===== config.mk =====
export PLATFORM = sky130hd
export DESIGN_NAME = keypad_entry_ctrl
export DESIGN_NICKNAME = d
export VERILOG_FILES = /design/src/rtl/keypad_entry_ctrl.sv
export SDC_FILE = /design/constraint.sdc
export NUM_CORES = 1
export LEC_CHECK = 0
export ABC_AREA = 1
export ABC_CLOCK_PERIOD_IN_PS = 6000
export CORE_UTILIZATION = 59
export DETAILED_ROUTE_END_ITERATION = 10
export PLACE_DENSITY = 0.79
export SETUP_SLACK_MARGIN = 0.15
export SYNTH_ARGS = -nofsm -noshare
export SYNTH_HDL_FRONTEND = slang
export SYNTH_SLANG_ARGS = --single-unit

===== constraint.sdc =====
create_clock -name clk -period 6 [get_ports clk]
set_input_delay 1.2 -clock clk [delete_from_list [all_inputs] [get_ports clk]]
set_output_delay 1.2 -clock clk [all_outputs]
set_load 0.03 [all_outputs]

===== src/rtl/keypad_entry_ctrl.sv =====
`default_nettype none
// ============================================================================
// Module   : keypad_entry_ctrl
// Purpose  : Debounces the scanned keypad code, turns each key press into a
//            single digit event and accumulates the digits into a saturating
//            binary number. The finished number is offered downstream on a
//            valid/ready handshake.
// Ports    : clk, rst         - clock, asynchronous active-high reset
//            key_value[3:0]   - scanned key code (0..9 digit, 4'hF none,
//                               4'hA..4'hE treated as none), asynchronous
//            commit           - single-cycle request to commit partial entry
//            clear            - single-cycle abort of entry or output
//            out_value        - committed number
//            out_valid        - out_value holds a committed number
//            out_ready        - consumer accepts out_value
//            digit_count      - digits collected in the current entry
//            overflow         - current or committed value saturated
//            echo_bcd         - (KEYPAD_ENTRY_ECHO_EN only) BCD echo of the
//                               entered digits, newest digit in low nibble,
//                               4'hF = blank
// Config   : define KEYPAD_ENTRY_ECHO_EN to add the echo_bcd output.
// Revision : 1.0 - initial release
// ============================================================================
module keypad_entry_ctrl #(
  parameter int NUM_DIGITS      = 3,
  parameter int DEBOUNCE_CYCLES = 16,
  parameter int TIMEOUT_CYCLES  = 1000000,
  parameter int VAL_W           = 10
) (
  input  logic                             clk,
  input  logic                             rst,
  input  logic [3:0]                       key_value,
  input  logic                             commit,
  input  logic                             clear,
  output logic [VAL_W-1:0]                 out_value,
  output logic                             out_valid,
  input  logic                             out_ready,
  output logic [$clog2(NUM_DIGITS+1)-1:0]  digit_count,
  output logic                             overflow
`ifdef KEYPAD_ENTRY_ECHO_EN
  ,
  output logic [4*NUM_DIGITS-1:0]          echo_bcd
`endif
);

  localparam int CNT_W = $clog2(NUM_DIGITS + 1);
  localparam int DB_W  = $clog2(DEBOUNCE_CYCLES);
  localparam int TO_W  = $clog2(TIMEOUT_CYCLES);

  localparam logic [3:0]       NO_KEY   = 4'hF;
  localparam logic [DB_W-1:0]  DB_MAX   = DB_W'(DEBOUNCE_CYCLES - 1);
  // The accept decision is taken in the cycle whose increment lands the
  // counter on DEBOUNCE_CYCLES-1, so the event is visible one cycle earlier.
  localparam logic [DB_W-1:0]  DB_FIRE  = DB_W'(DEBOUNCE_CYCLES - 2);
  localparam logic [TO_W-1:0]  TO_FIRE  = TO_W'(TIMEOUT_CYCLES - 2);
  localparam logic [CNT_W-1:0] CNT_FULL = CNT_W'(NUM_DIGITS);
  localparam logic [VAL_W-1:0] VAL_MAX  = '1;

  typedef enum logic [1:0] {
    IDLE    = 2'd0,
    COLLECT = 2'd1,
    HOLD    = 2'd2
  } state_t;

  // --------------------------------------------------------------------------
  // Synchroniser and debouncer
  // --------------------------------------------------------------------------
  logic [3:0]      sync1_q, sync1_d;
  logic [3:0]      sync2_q, sync2_d;
  logic [3:0]      prev_q, prev_d;
  logic [DB_W-1:0] db_cnt_q, db_cnt_d;
  logic            pressed_q, pressed_d;

  logic [3:0]      w_code;
  logic            w_stable;
  logic            w_settle;
  logic            press_event;

  always_comb begin
    sync1_d   = key_value;
    sync2_d   = sync1_q;
    // Non-digit codes collapse onto "no key" before any comparison.
    w_code    = (sync2_q <= 4'd9) ? sync2_q : NO_KEY;
    prev_d    = w_code;
    w_stable  = (w_code == prev_q);
    db_cnt_d  = '0;
    if (w_stable) begin
      db_cnt_d = (db_cnt_q == DB_MAX) ? db_cnt_q : db_cnt_q + DB_W'(1);
    end
    w_settle    = w_stable && (db_cnt_q == DB_FIRE);
    press_event = w_settle && !pressed_q && (w_code != NO_KEY);
    pressed_d   = pressed_q;
    if (w_settle) begin
      if (!pressed_q && (w_code != NO_KEY)) begin
        pressed_d = 1'b1;
      end else if (pressed_q && (w_code == NO_KEY)) begin
        pressed_d = 1'b0;
      end
    end
  end

  always_ff @(posedge clk or posedge rst) begin
    if (rst) begin
      sync1_q   <= NO_KEY;
      sync2_q   <= NO_KEY;
      prev_q    <= NO_KEY;
      db_cnt_q  <= '0;
      pressed_q <= 1'b0;
    end else begin
      sync1_q   <= sync1_d;
      sync2_q   <= sync2_d;
      prev_q    <= prev_d;
      db_cnt_q  <= db_cnt_d;
      pressed_q <= pressed_d;
    end
  end

  // --------------------------------------------------------------------------
  // Entry FSM and accumulator
  // --------------------------------------------------------------------------
  state_t           state_q, state_d;
  logic [VAL_W-1:0] acc_q, acc_d;
  logic [CNT_W-1:0] cnt_q, cnt_d;
  logic             ovf_q, ovf_d;
  logic [TO_W-1:0]  to_q, to_d;
  logic [VAL_W-1:0] out_value_q, out_value_d;
  logic             out_valid_q, out_valid_d;

  logic [VAL_W+3:0] w_ext;
  logic [VAL_W+3:0] w_mac;
  logic             w_sat;
  logic             do_commit;

  // acc*10 + digit, computed four bits wider so saturation can be detected.
  // acc is always zero in IDLE, so the same datapath serves the first digit.
  always_comb begin
    w_ext = {4'b0000, acc_q};
    w_mac = (w_ext << 3) + (w_ext << 1) + {{VAL_W{1'b0}}, w_code};
    w_sat = |w_mac[VAL_W+3:VAL_W];
  end

  always_comb begin
    state_d     = state_q;
    acc_d       = acc_q;
    cnt_d       = cnt_q;
    ovf_d       = ovf_q;
    to_d        = to_q;
    out_value_d = out_value_q;
    out_valid_d = out_valid_q;
    do_commit   = 1'b0;

    if (clear) begin
      state_d     = IDLE;
      acc_d       = '0;
      cnt_d       = '0;
      ovf_d       = 1'b0;
      out_valid_d = 1'b0;
    end else begin
      case (state_q)
        IDLE, COLLECT: begin
          if (press_event) begin
            acc_d   = w_sat ? VAL_MAX : w_mac[VAL_W-1:0];
            ovf_d   = ovf_q | w_sat;
            cnt_d   = cnt_q + CNT_W'(1);
            to_d    = '0;
            state_d = COLLECT;
            // The digit lands first; a simultaneous commit then closes it.
            do_commit = (cnt_d == CNT_FULL) || commit;
          end else if (state_q == COLLECT) begin
            if (commit || (to_q == TO_FIRE)) begin
              do_commit = 1'b1;
            end else begin
              to_d = to_q + TO_W'(1);
            end
          end
        end
        HOLD: begin
          if (out_valid_q && out_ready) begin
            state_d     = IDLE;
            acc_d       = '0;
            cnt_d       = '0;
            ovf_d       = 1'b0;
            out_valid_d = 1'b0;
          end
        end
        default: begin
          state_d = IDLE;
        end
      endcase
    end

    if (do_commit) begin
      state_d     = HOLD;
      out_value_d = acc_d;
      out_valid_d = 1'b1;
    end
  end

  always_ff @(posedge clk or posedge rst) begin
    if (rst) begin
      state_q     <= IDLE;
      acc_q       <= '0;
      cnt_q       <= '0;
      ovf_q       <= 1'b0;
      to_q        <= '0;
      out_value_q <= '0;
      out_valid_q <= 1'b0;
    end else begin
      state_q     <= state_d;
      acc_q       <= acc_d;
      cnt_q       <= cnt_d;
      ovf_q       <= ovf_d;
      to_q        <= to_d;
      out_value_q <= out_value_d;
      out_valid_q <= out_valid_d;
    end
  end

  assign out_value   = out_value_q;
  assign out_valid   = out_valid_q;
  assign digit_count = cnt_q;
  assign overflow    = ovf_q;

`ifdef KEYPAD_ENTRY_ECHO_EN
  // --------------------------------------------------------------------------
  // BCD echo for the seven-segment display
  // --------------------------------------------------------------------------
  localparam int ECHO_W = 4 * NUM_DIGITS;

  logic [ECHO_W-1:0] echo_q, echo_d;

  always_comb begin
    echo_d = echo_q;
    if (clear) begin
      echo_d = '1;
    end else if (press_event && (state_q != HOLD)) begin
      // Shift form keeps NUM_DIGITS=1 legal (no negative slice bounds).
      echo_d = (echo_q << 4) | ECHO_W'(w_code);
    end else if ((state_q == HOLD) && out_valid_q && out_ready) begin
      echo_d = '1;
    end
  end

  always_ff @(posedge clk or posedge rst) begin
    if (rst) begin
      echo_q <= '1;
    end else begin
      echo_q <= echo_d;
    end
  end

  assign echo_bcd = echo_q;
`endif

endmodule
`default_nettype wire

==> results of run 1 <==
cell type report:
type / count / area [sq um] / area share [%]
Multi-Input combinational cell: 394 / 2130 / 47.2
Sequential cell: 63 / 1590 / 35.2
Inverter: 73 / 274 / 6.06
Timing Repair Buffer: 23 / 228 / 5.04
Clock buffer: 12 / 155 / 3.43
Tap cell: 77 / 96.3 / 2.13
Clock inverter: 3 / 42.5 / 0.941
kinds of logic after synthesis:
family | synth area share [%]
xor+xnor | 4.73
flops | 39.1
simple gates | 30.5
buf+inv | 8.48
fa+ha+maj | 8.67
compound gates | 8.55
per-layer routing:
layer / wire (um) / global-route usage (%) / share of wire [%]
met1: 4080 / 37.1 / 47
met3: 512 / 5.45 / 5.9
met4: 80 / 7.09 / 0.91
met5: 0 / 0 / 0
met2: 4080 / 41.1 / 47
cell usage after synthesis, types with 3 or more instances:
cell type                  number  area [sq um]
sky130_fd_sc_hd__nor4_1         3          18.8
sky130_fd_sc_hd__o21ai_0       23           115
sky130_fd_sc_hd__nor2_4         3          33.8
sky130_fd_sc_hd__nor2_1        48           180
sky130_fd_sc_hd__a21oi_1       27           135
sky130_fd_sc_hd__nor3_1         6          30.0
sky130_fd_sc_hd__nand4_1       13          81.3
sky130_fd_sc_hd__inv_2          3          11.3
sky130_fd_sc_hd__dfrtp_1       51          1280
sky130_fd_sc_hd__clkbuf_1       3          11.3
sky130_fd_sc_hd__nand3_4        3          52.6
sky130_fd_sc_hd__nand3_1       39           195
sky130_fd_sc_hd__xnor2_1        6          52.6
sky130_fd_sc_hd__xor2_1        16           140
sky130_fd_sc_hd__nand2_2        3          18.8
sky130_fd_sc_hd__inv_1         70           263
sky130_fd_sc_hd__buf_4          3          22.5
sky130_fd_sc_hd__o21ai_1        7          35.0
sky130_fd_sc_hd__nand2_1      159           597
sky130_fd_sc_hd__ha_1          25           313
sky130_fd_sc_hd__dfstp_2       12           315
sky130_fd_sc_hd__buf_2          3          15.0
worst max path at each step:
| stage | startpoint | slack (ns) | cells past startpoint | end |
|---|---|---|---|---|
| 6_report | sync2_q[3] | 2.55 | 18 | out_value[5] |
| 3_5_place_dp | sync2_q[3] | 2.54 | 18 | out_value[5] |
| 2_1_floorplan | sync2_q[3] | 3.17 | 19 | out_value[0] |
| 5_1_grt | sync2_q[3] | 2.23 | 18 | out_value[1] |
| 4_1_cts | sync2_q[3] | 2.55 | 18 | out_value[5] |
| 3_3_place_gp | sync2_q[3] | 2.69 | 18 | out_value[0] |
stage by stage:
| step | instance area [sq um] | setup WS, ns | util [%] | hold slack (ns) | cells |
|---|---|---|---|---|---|
| 4_1_cts | 4520 | 2.55 | 69.6 | 0.357 | 645 |
| 3_5_place_dp | 4320 | 2.54 | 66.6 | 0.347 | 630 |
| 6_report | 4520 | 2.55 | 69.6 | 0.356 | 645 |
| 2_1_floorplan | 4070 | 3.17 | - | 0.345 | 541 |
| 3_3_place_gp | 4320 | 2.69 | 66.6 | 0.347 | 630 |
| 5_1_grt | 4520 | 2.23 | 69.6 | 0.361 | 645 |
state kept, by name (all words and copies together) (netlist names):
name         count
db_cnt_q         4
to_q            20
prev_q           4
state_q          2
acc_q           10
digit_count      2
pressed_q        1
sync1_q          4
out_valid        1
overflow         1
out_value       10
sync2_q          4
power by group through the flow:
stage               Clock (mW)  Sequential, mW  Combinational, mW
finish                   0.368           0.553              0.255
detailed placement           0           0.557              0.255
global route             0.393           0.560              0.294
CTS                      0.378           0.551              0.256
floorplan                    0           0.554              0.184
global placement             0           0.555              0.244
worst reg2reg max path, stage by stage, from the launching register on:
cell and delay, ns:
sky130_fd_sc_hd__dfstp_2 0.63, sky130_fd_sc_hd__a21o_1 0.18, sky130_fd_sc_hd__ha_1 0.24, sky130_fd_sc_hd__ha_1 0.27, sky130_fd_sc_hd__fa_1 0.44, sky130_fd_sc_hd__nand3_1 0.11
sky130_fd_sc_hd__nand3_1 0.13, sky130_fd_sc_hd__nand2_1 0.11, sky130_fd_sc_hd__nand2_1 0.05, sky130_fd_sc_hd__nand2_1 0.05, sky130_fd_sc_hd__nand2_1 0.04, sky130_fd_sc_hd__inv_1 0.04
sky130_fd_sc_hd__nand2_1 0.04, sky130_fd_sc_hd__nor2_1 0.54, sky130_fd_sc_hd__nand2_1 0.14, sky130_fd_sc_hd__nand2_1 0.09, sky130_fd_sc_hd__o21ai_0 0.11, sky130_fd_sc_hd__nand2_1 0.08
sky130_fd_sc_hd__nand2_1 0.05
==> flow_summary.yaml, run 1 <==
clocking:
  clock_sink_count: 63
  ctsResizeCount: 0
  cts.hold.buffers_added: 0
  cts_bufs_inserted: 9
  setup_repair_bufs_after_cts: 0
  clock_tree.buffer_depth: 2
  cts_root_buffer: "sky130_fd_sc_hd__clkbuf_8"
  tritoncts_clock_tree: "yes"
  worst_setup_hold_path_clk_slew_ns: 0.07
  source_to_sink_clock_delay_at_the_later_pin_of_the_worst_skew_pair_ns: 0.34
  htreeDepth: 3
synthesis:
  yosysWarningCount: 0
  asyncSetResetFlopFracSynth_pct: 100
  synth_edf_count: 0
  synth.cell_area_sq_um: 4070
  sequential_to_total_area_share_from_yosys_stat_pct: 39.1
  postSynthNetCount: 577
  post_synth_inst_count: 541
  synth_ff_type: "sky130_fd_sc_hd__dfrtp_1"
  ys_types: 34
  syn-mean-instance-area_sq_um: 7.52
  synth.ff_latch_count: 63
place:
  gp_congestion: 0.874
  count_of_input_and_output_buffers: 22
  hpwlAfterDp_mm: 6.47
worst_hold_path:
  holdPathStages: 0
  hold_path.startpoint: "sync1_q[0]"
  holdCritPathClass: "reg -> reg"
  min_to: "sync2_q[0]"
run_status:
  status: "completed"
detailed_routing:
  drt_iter0_markers: 216
  via_count: 3555
  drt-total-wl_mm: 8.75
  wire_per_inst_um: 13.6
  drt-vias-per-instance: 5.51
  drt_first_pass_iters: 5
  drcViolationCount: 0
  number_of_nets_with_antenna_violations_after_detailed_routing: 0
power_and_ir_drop:
  clock_power_share_pct: 31.3
  ir_worst_vdd_v: 0.000203
  switching_power_mw: 0.383
  switching_share_pct: 32.6
  leakagePower_nw: 2.29
  p_per_area_nw_per_um2: 260
  cellInternalPower_mw: 0.792
  share_seq_of_total_power_pct: 47.0
  p_total_mw: 1.18
  comb_power_share_pct: 21.6
critical_path:
  worstRegToRegCells: 18
  endpoint_kind: "flip-flop"
  critical_path.max_fanout: 11
  crit_family: "simple AND/OR/NAND/NOR gates"
  setup.worst_path.start_class: "flip-flop"
  critPathKind: "reg -> reg"
  r2r_slack_ns: 2.55
  path_buf_inv: 1
  cp_slowest_stage_delay_ns: 0.63
  critPathSlowestCell: "sky130_fd_sc_hd__dfstp_2"
  rr_startpoint: "sync2_q[3]"
  cp_data_required_time_ns: 6.23
  crit_path_frequent_cell: "sky130_fd_sc_hd__nand2_1"
  reg2reg_to: "out_value[5]"
  crit_path_cell_trace: "a21o_1 -> ha_1 -> ha_1 -> fa_1 -> nand3_1 -> nand3_1 -> nand2_1 -> nand2_1 -> nand2_1 -> nand2_1 -> inv_1 -> nand2_1 -> nor2_1 -> nand2_1 -> nand2_1 -> o21ai_0 -> nand2_1 -> nand2_1"
  critPathArrivalTime_ns: 3.67
grt:
  grt_antenna_before_repair: 0
  grt_max_degree: 64
  via_count_of_the_first_global_routing_pass: 3297
  grt_first_pass_wirelength_mm: 14.9
  globalRouteOverflowTotal: 0
  grtUsageTotal_pct: 26.2
cells_and_area:
  areaGrowthSynthToFinish_pct: 11.1
  layout.cells.most_common_list: "sky130_fd_sc_hd__nand2_1, sky130_fd_sc_hd__inv_1, sky130_fd_sc_hd__dfrtp_1"
  antennaDiodeCount: 0
  final_nets: 600
  fillers: 539
  final_common_cell: "sky130_fd_sc_hd__nand2_1"
  share_of_post_route_cells_with_drive_strength_above_1_pct: 7.92
timing:
  setup_viol: 0
  timing.max_slew.rel_slack_pct: 48.0
  period_minus_slack_ns: 3.45
  finalMaxSlewViolations: 0
  fin_crit_sh_pct: 57.4
  timing.setup.tns_ns: 0
  finalHoldViolations: 0
  tightest_slew_ns: 0.780
  finClkSkew_ns: 0.0138
  achievable-frequency_mhz: 290
  setup_repair_after_global_routing_missed_its_margin: "false"
floorplan:
  initial_utilization_pct: 62.7
  die-area_sq_um: 7230
  floorplan.die.width_um: 85.1
  chipHeight_um: 85.1
  core_rows: 29
  coreArea_sq_um: 6490
  num_io_pins: 23
job:
  cap_violations: 0
No activity file was read; power rests on OpenSTA's default activity.
==> inputs of run 2 (changes only) <==
Settings changed: ABC_CLOCK_PERIOD_IN_PS 6000 to 2800, CORE_UTILIZATION 59 to 54, PLACE_DENSITY 0.79 to 0.76.
Clock period 6 ns to 2.8 ns, I/O delays scaled along.
==> run 2 against run 1 <==
Effect of this change: fmax is 26% higher; setup slack lost 2.5 ns; cell count is 6.4% higher; largest cell class unchanged; clock skew grew 0.0012 ns; clock-buffer cell count unchanged.
==> flow_summary.yaml, run 2 (synthesis gave the netlist of run 1 again) <==
cells_and_area:
  largest_reg_flops: 20
  areaGrowthSynthToFinish_pct: 18.3
  registers.top_by_ff_count: "to_q"
  final_common_cell: "sky130_fd_sc_hd__nand2_1"
  final_nets: 618
  utilization_pct: 66.4
  layoutNonFillerInstCount: 686
  share_of_post_route_cells_with_drive_strength_above_1_pct: 14.7
  antennaDiodeCount: 0
  layout.cells.most_common_list: "sky130_fd_sc_hd__nand2_1, sky130_fd_sc_hd__inv_1, sky130_fd_sc_hd__dfrtp_1"
critical_path:
  reg2reg_to: "out_value[1]"
  setup.worst_path.start_class: "flip-flop"
  critical_path.max_fanout: 6
  worstRegToRegCells: 16
  rr_startpoint: "sync2_q[3]"
  critPathArrivalTime_ns: 2.99
  r2r_slack_ns: 0.05
  critPathKind: "reg -> reg"
  cp_data_required_time_ns: 3.04
  endpoint_kind: "flip-flop"
timing:
  finalHoldViolations: 0
  finalMaxSlewViolations: 0
  period_minus_slack_ns: 2.75
  tightest_slew_ns: 0.461
  achievable-frequency_mhz: 364
  setup_repair_after_global_routing_missed_its_margin: "true"
  post-route-worst-setup-slack_ns: 0.0543
  setup_viol: 0
  fin_crit_sh_pct: 98.1
  finClkSkew_ns: 0.0150
  timing.max_slew.rel_slack_pct: 69.3
clocking:
  cts_root_buffer: "sky130_fd_sc_hd__clkbuf_8"
  clock_tree.buffer_depth: 2
  cts_bufs_inserted: 9
  source_to_sink_clock_delay_at_the_later_pin_of_the_worst_skew_pair_ns: 0.35
  htreeDepth: 3
  tritoncts_clock_tree: "yes"
  cts.hold.buffers_added: 0
  clock_sink_count: 63
  worst_setup_hold_path_clk_slew_ns: 0.07
detailed_routing:
  wire_per_inst_um: 14.2
  drt_iter0_markers: 183
  number_of_nets_with_antenna_violations_after_detailed_routing: 0
  via_count: 3675
  drcViolationCount: 0
  drt-vias-per-instance: 5.36
  drt-total-wl_mm: 9.74
  drt_first_pass_iters: 5
power_and_ir_drop:
  comb_power_share_pct: 21.3
  clock_power_share_pct: 32.7
  p_total_mw: 2.58
  p_per_area_nw_per_um2: 536
  switching_share_pct: 33.5
  leakagePower_nw: 2.41
  share_seq_of_total_power_pct: 46.0
  ir_worst_vdd_v: 0.000416
  switching_power_mw: 0.864
  cellInternalPower_mw: 1.72
worst_hold_path:
  holdPathStages: 0
  holdCritPathClass: "reg -> reg"
  min_to: "sync2_q[2]"
  hold_path.startpoint: "sync1_q[2]"
floorplan:
  chipHeight_um: 88.8
  num_io_pins: 23
  core_rows: 31
  die-area_sq_um: 7890
  coreArea_sq_um: 7250
  initial_utilization_pct: 56.1
  floorplan.die.width_um: 88.8
place:
  hpwlAfterDp_mm: 6.82
  count_of_input_and_output_buffers: 22
  gp_congestion: 0.896
  dpl.cell_count: 661
  placement.setup.worst_slack_ns: -0.0592
grt:
  grt_antenna_before_repair: 0
  top_usage_layer: "met2"
  grt_first_pass_wirelength_mm: 15.6
  grt_max_degree: 64
  via_count_of_the_first_global_routing_pass: 3350
  globalRouteMet2Util_pct: 39.4
  grt_use_met3_pct: 7.74
  grtUsageTotal_pct: 26.4
  global_route.usage.met1_pct: 37.7
  globalRouteOverflowTotal: 0
run_status:
  status: "completed"
job:
  cap_violations: 0
run 2: how the worst max path moves through the flow:
stage,startpoint,endpoint,cells after the start
3_3_place_gp,sync2_q[3],out_value[1],15
2_1_floorplan,sync2_q[3],out_value[3],19
4_1_cts,sync2_q[3],out_value[1],19
3_5_place_dp,sync2_q[3],out_value[1],19
6_report,sync2_q[3],out_value[1],16
5_1_grt,sync2_q[3],out_value[6],19
run 2: area by class of cell:
| class | instances | area, sq um |
|---|---|---|
| repair buffers | 41 | 387 |
| clock inverters | 4 | 52.6 |
| flip-flops and latches | 63 | 1590 |
| inverters | 73 | 274 |
| multi-input cells | 394 | 2230 |
| well taps | 99 | 124 |
| fillers | 625 | 2440 |
| clock buffers | 12 | 155 |
run 2: per-layer routing:
layer  vias up  part of all wire, %
met5         -                    0
met4         0                 0.81
met3        10                  6.5
met2       105                   45
met1      1739                   48
li1       1821                    -
run 2: power by group through the flow:
stage / logic [mW] / clock network [mW] / registers [mW]
finish: 0.550 / 0.842 / 1.19
global route: 0.633 / 0.890 / 1.20
CTS: 0.549 / 0.858 / 1.18
detailed placement: 0.545 / 0 / 1.20
global placement: 0.525 / 0 / 1.19
floorplan: 0.396 / 0 / 1.19
run 2: critical path, cell delays in order, from the launching register on:
cell and delay (ns):
sky130_fd_sc_hd__dfstp_2 0.59, sky130_fd_sc_hd__a21o_1 0.19, sky130_fd_sc_hd__ha_4 0.22, sky130_fd_sc_hd__ha_4 0.16
sky130_fd_sc_hd__fa_2 0.39, sky130_fd_sc_hd__buf_6 0.14, sky130_fd_sc_hd__nand3_2 0.07, sky130_fd_sc_hd__nand3_1 0.08
sky130_fd_sc_hd__nand2_1 0.09, sky130_fd_sc_hd__nand3_2 0.10, sky130_fd_sc_hd__nor2_4 0.15, sky130_fd_sc_hd__buf_6 0.13
sky130_fd_sc_hd__nand2_1 0.05, sky130_fd_sc_hd__nand2_1 0.06, sky130_fd_sc_hd__o21ai_2 0.07, sky130_fd_sc_hd__nand2_1 0.10
sky130_fd_sc_hd__nand2_1 0.06
run 2: through the flow:
| stage | setup TNS [ns] | hold slack [ns] | area (sq um) |
|---|---|---|---|
| 4_1_cts | 0 | 0.369 | 4740 |
| 2_1_floorplan | 0 | 0.345 | 4110 |
| 6_report | 0 | 0.366 | 4810 |
| 3_3_place_gp | 0 | 0.351 | 4460 |
| 3_5_place_dp | -0.0612 | 0.350 | 4460 |
| 5_1_grt | -0.846 | 0.369 | 4810 |
run 2: repair_timing:
action	CTS	global route
resized for setup	14	18
buffers inserted	4	4
setup endpoints to repair	21	21
cloned	1	0
pin swaps	6	12
==> inputs of run 3 (changes only) <==
--- a/config.mk
+++ b/config.mk
@@ -10,4 +10,5 @@
 export CORE_UTILIZATION = 54
 export DETAILED_ROUTE_END_ITERATION = 10
+export GPL_ROUTABILITY_DRIVEN = 1
 export PLACE_DENSITY = 0.76
 export SETUP_SLACK_MARGIN = 0.15
==> constraint.sdc (replaced) <==
create_clock -name clk -period 2.8 [get_ports clk]
set_input_delay 0.56 -clock clk [delete_from_list [all_inputs] [get_ports clk]]
set_output_delay 0.56 -clock clk [all_outputs]
set_load 0.1 [all_outputs]
==> run 3 against run 2 <==
Effect of this change: sequential power about the same; global-route usage is 0.59 points lower; clock skew up 0.0012 ns; wire length is 5.4% lower; hold slack worse by 0.0069 ns; register-to-register slack barely moved; clock power grew 2%; die area unchanged; critical endpoint is now out_value[0].
==> flow_summary.yaml, run 3 (synthesis gave the netlist of run 1 again) <==
run_status:
  status: "completed"
worst_hold_path:
  hold_path.startpoint: "sync1_q[0]"
  holdCritPathClass: "reg -> reg"
critical_path:
  setup.worst_path.start_class: "flip-flop"
  rr_startpoint: "sync2_q[3]"
  critPathArrivalTime_ns: 3.00
  crit_path_start: "sync2_q[3]"
  critical_path.max_fanout: 6
  cp_data_required_time_ns: 3.05
  endpoint_kind: "flip-flop"
  critPathKind: "reg -> reg"
cells_and_area:
  final_nets: 616
  registers.top_by_ff_count: "to_q"
  final_common_cell: "sky130_fd_sc_hd__nand2_1"
  fillers: 637
  antennaDiodeCount: 0
  area_used_by_multi_input_combinational_logic_sq_um: 2220
  areaGrowthSynthToFinish_pct: 16.6
  largest_reg_flops: 20
  final-seq-area_sq_um: 1590
  layoutNonFillerInstCount: 684
  share_of_post_route_cells_with_drive_strength_above_1_pct: 16.8
  layout.cells.most_common_list: "sky130_fd_sc_hd__nand2_1, sky130_fd_sc_hd__inv_1, sky130_fd_sc_hd__dfrtp_1"
power_and_ir_drop:
  ir_worst_vdd_v: 0.000576
  leakagePower_nw: 2.42
  p_per_area_nw_per_um2: 561
grt:
  grt_max_degree: 32
  grt_first_pass_wirelength_mm: 15.3
  globalRouteOverflowTotal: 0
  via_count_of_the_first_global_routing_pass: 3247
  grtUsageTotal_pct: 25.8
  grt_antenna_before_repair: 0
timing:
  achievable-frequency_mhz: 364
  post-route-worst-setup-slack_ns: 0.0529
  finClkSkew_ns: 0.0162
  timing.max_slew.rel_slack_pct: 70.0
  tightest_slew_ns: 0.449
  fin_crit_sh_pct: 98.1
  setup_repair_after_global_routing_missed_its_margin: "true"
  setup_viol: 0
  period_minus_slack_ns: 2.75
  finalHoldViolations: 0
  finalMaxSlewViolations: 0
place:
  count_of_input_and_output_buffers: 22
  dpl.cell_count: 662
  gp_congestion: 0.911
  hpwlAfterDp_mm: 6.74
  placement.setup.worst_slack_ns: -0.0268
detailed_routing:
  drt_iter0_markers: 213
  drt-vias-per-instance: 5.31
  number_of_nets_with_antenna_violations_after_detailed_routing: 0
  via_count: 3630
  drt_first_pass_iters: 5
  drt-total-wl_mm: 9.21
  wire_per_inst_um: 13.5
  drcViolationCount: 0
clocking:
  tritoncts_clock_tree: "yes"
  worst_setup_hold_path_clk_slew_ns: 0.08
  htreeDepth: 3
  clock_sink_count: 63
  cts_root_buffer: "sky130_fd_sc_hd__clkbuf_8"
  source_to_sink_clock_delay_at_the_later_pin_of_the_worst_skew_pair_ns: 0.35
  clock_tree.buffer_depth: 2
  cts_bufs_inserted: 9
floorplan:
  coreArea_sq_um: 7250
  floorplan.die.width_um: 88.8
  num_io_pins: 23
  core_rows: 31
  die-area_sq_um: 7890
  initial_utilization_pct: 56.1
  chipHeight_um: 88.8
job:
  cap_violations: 0
==> run 3: critical path, stage by stage (launching register included) <==
cell and delay [ns]:
sky130_fd_sc_hd__dfstp_2 0.58, sky130_fd_sc_hd__a21o_1 0.19, sky130_fd_sc_hd__ha_4 0.23, sky130_fd_sc_hd__ha_4 0.16, sky130_fd_sc_hd__fa_2 0.36, sky130_fd_sc_hd__buf_4 0.15, sky130_fd_sc_hd__nand3_1 0.10, sky130_fd_sc_hd__nand3_1 0.08
sky130_fd_sc_hd__nand2_1 0.06, sky130_fd_sc_hd__nand3_1 0.13, sky130_fd_sc_hd__nor2_4 0.14, sky130_fd_sc_hd__buf_6 0.14, sky130_fd_sc_hd__nand2_1 0.05, sky130_fd_sc_hd__nand2_1 0.06, sky130_fd_sc_hd__o21ai_2 0.06, sky130_fd_sc_hd__nand2_1 0.09
sky130_fd_sc_hd__nand2_1 0.05
==> run 3: area by class of cell <==
class | count | share of cell area [%]
flip-flops and latches | 63 | 33.5
clock buffers | 12 | 3.48
well taps | 99 | 2.61
clock inverters | 4 | 1.08
multi-input cells | 394 | 46.8
repair buffers | 39 | 6.75
inverters | 73 | 5.77
==> run 3: timing repair <==
action,4_1_cts,5_1_grt
pin swaps,2,11
hold buffers,0,0
buffers inserted,3,2
gates resized for setup,3,26
gates cloned,1,0
endpoints found under the setup margin,20,21
==> run 3: worst paths after layout <==
| check | to | cells past startpoint | slack, ns |
|---|---|---|---|
| worst max-delay path | out_value[0] | 16 | 0.05 |
| worst min register to register | sync2_q[0] | 0 | 0.36 |
| worst max register to register | out_value[0] | 16 | 0.05 |
| max in group asynchronous | out_value[7] | 3 | 1.67 |
| min in group asynchronous | db_cnt_q[0] | 2 | 0.50 |
| worst min-delay path | sync2_q[0] | 0 | 0.36 |
==> run 3: routing by layer <==
layer	track usage (%)	wire, um	up-vias
met1	39.3	4700	1709
met3	5.69	441	13
met5	0	0	-
li1	-	-	1820
met2	36.3	3920	88
met4	7.77	146	0
==> run 3: through the flow <==
step	total power [mW]	hold WS, ns	cell area (sq um)	TNS, ns	util, %
3_3_place_gp	1.79	0.350	4420	0	61.0
3_5_place_dp	1.81	0.347	4420	-0.0454	61.0
5_1_grt	2.81	0.365	4750	-0.988	65.4
4_1_cts	2.68	0.360	4670	0	64.4
2_1_floorplan	1.66	0.345	4110	0	-
6_report	2.66	0.359	4750	0	65.4
==> run 3: report_power, final <==
part | internal [mW] | leakage [nW] | total, mW | switching (mW)
combinational | 0.200 | 1.50 | 0.625 | 0.424
sequential | 1.05 | 0.815 | 1.18 | 0.136
clock | 0.486 | 0.109 | 0.857 | 0.372
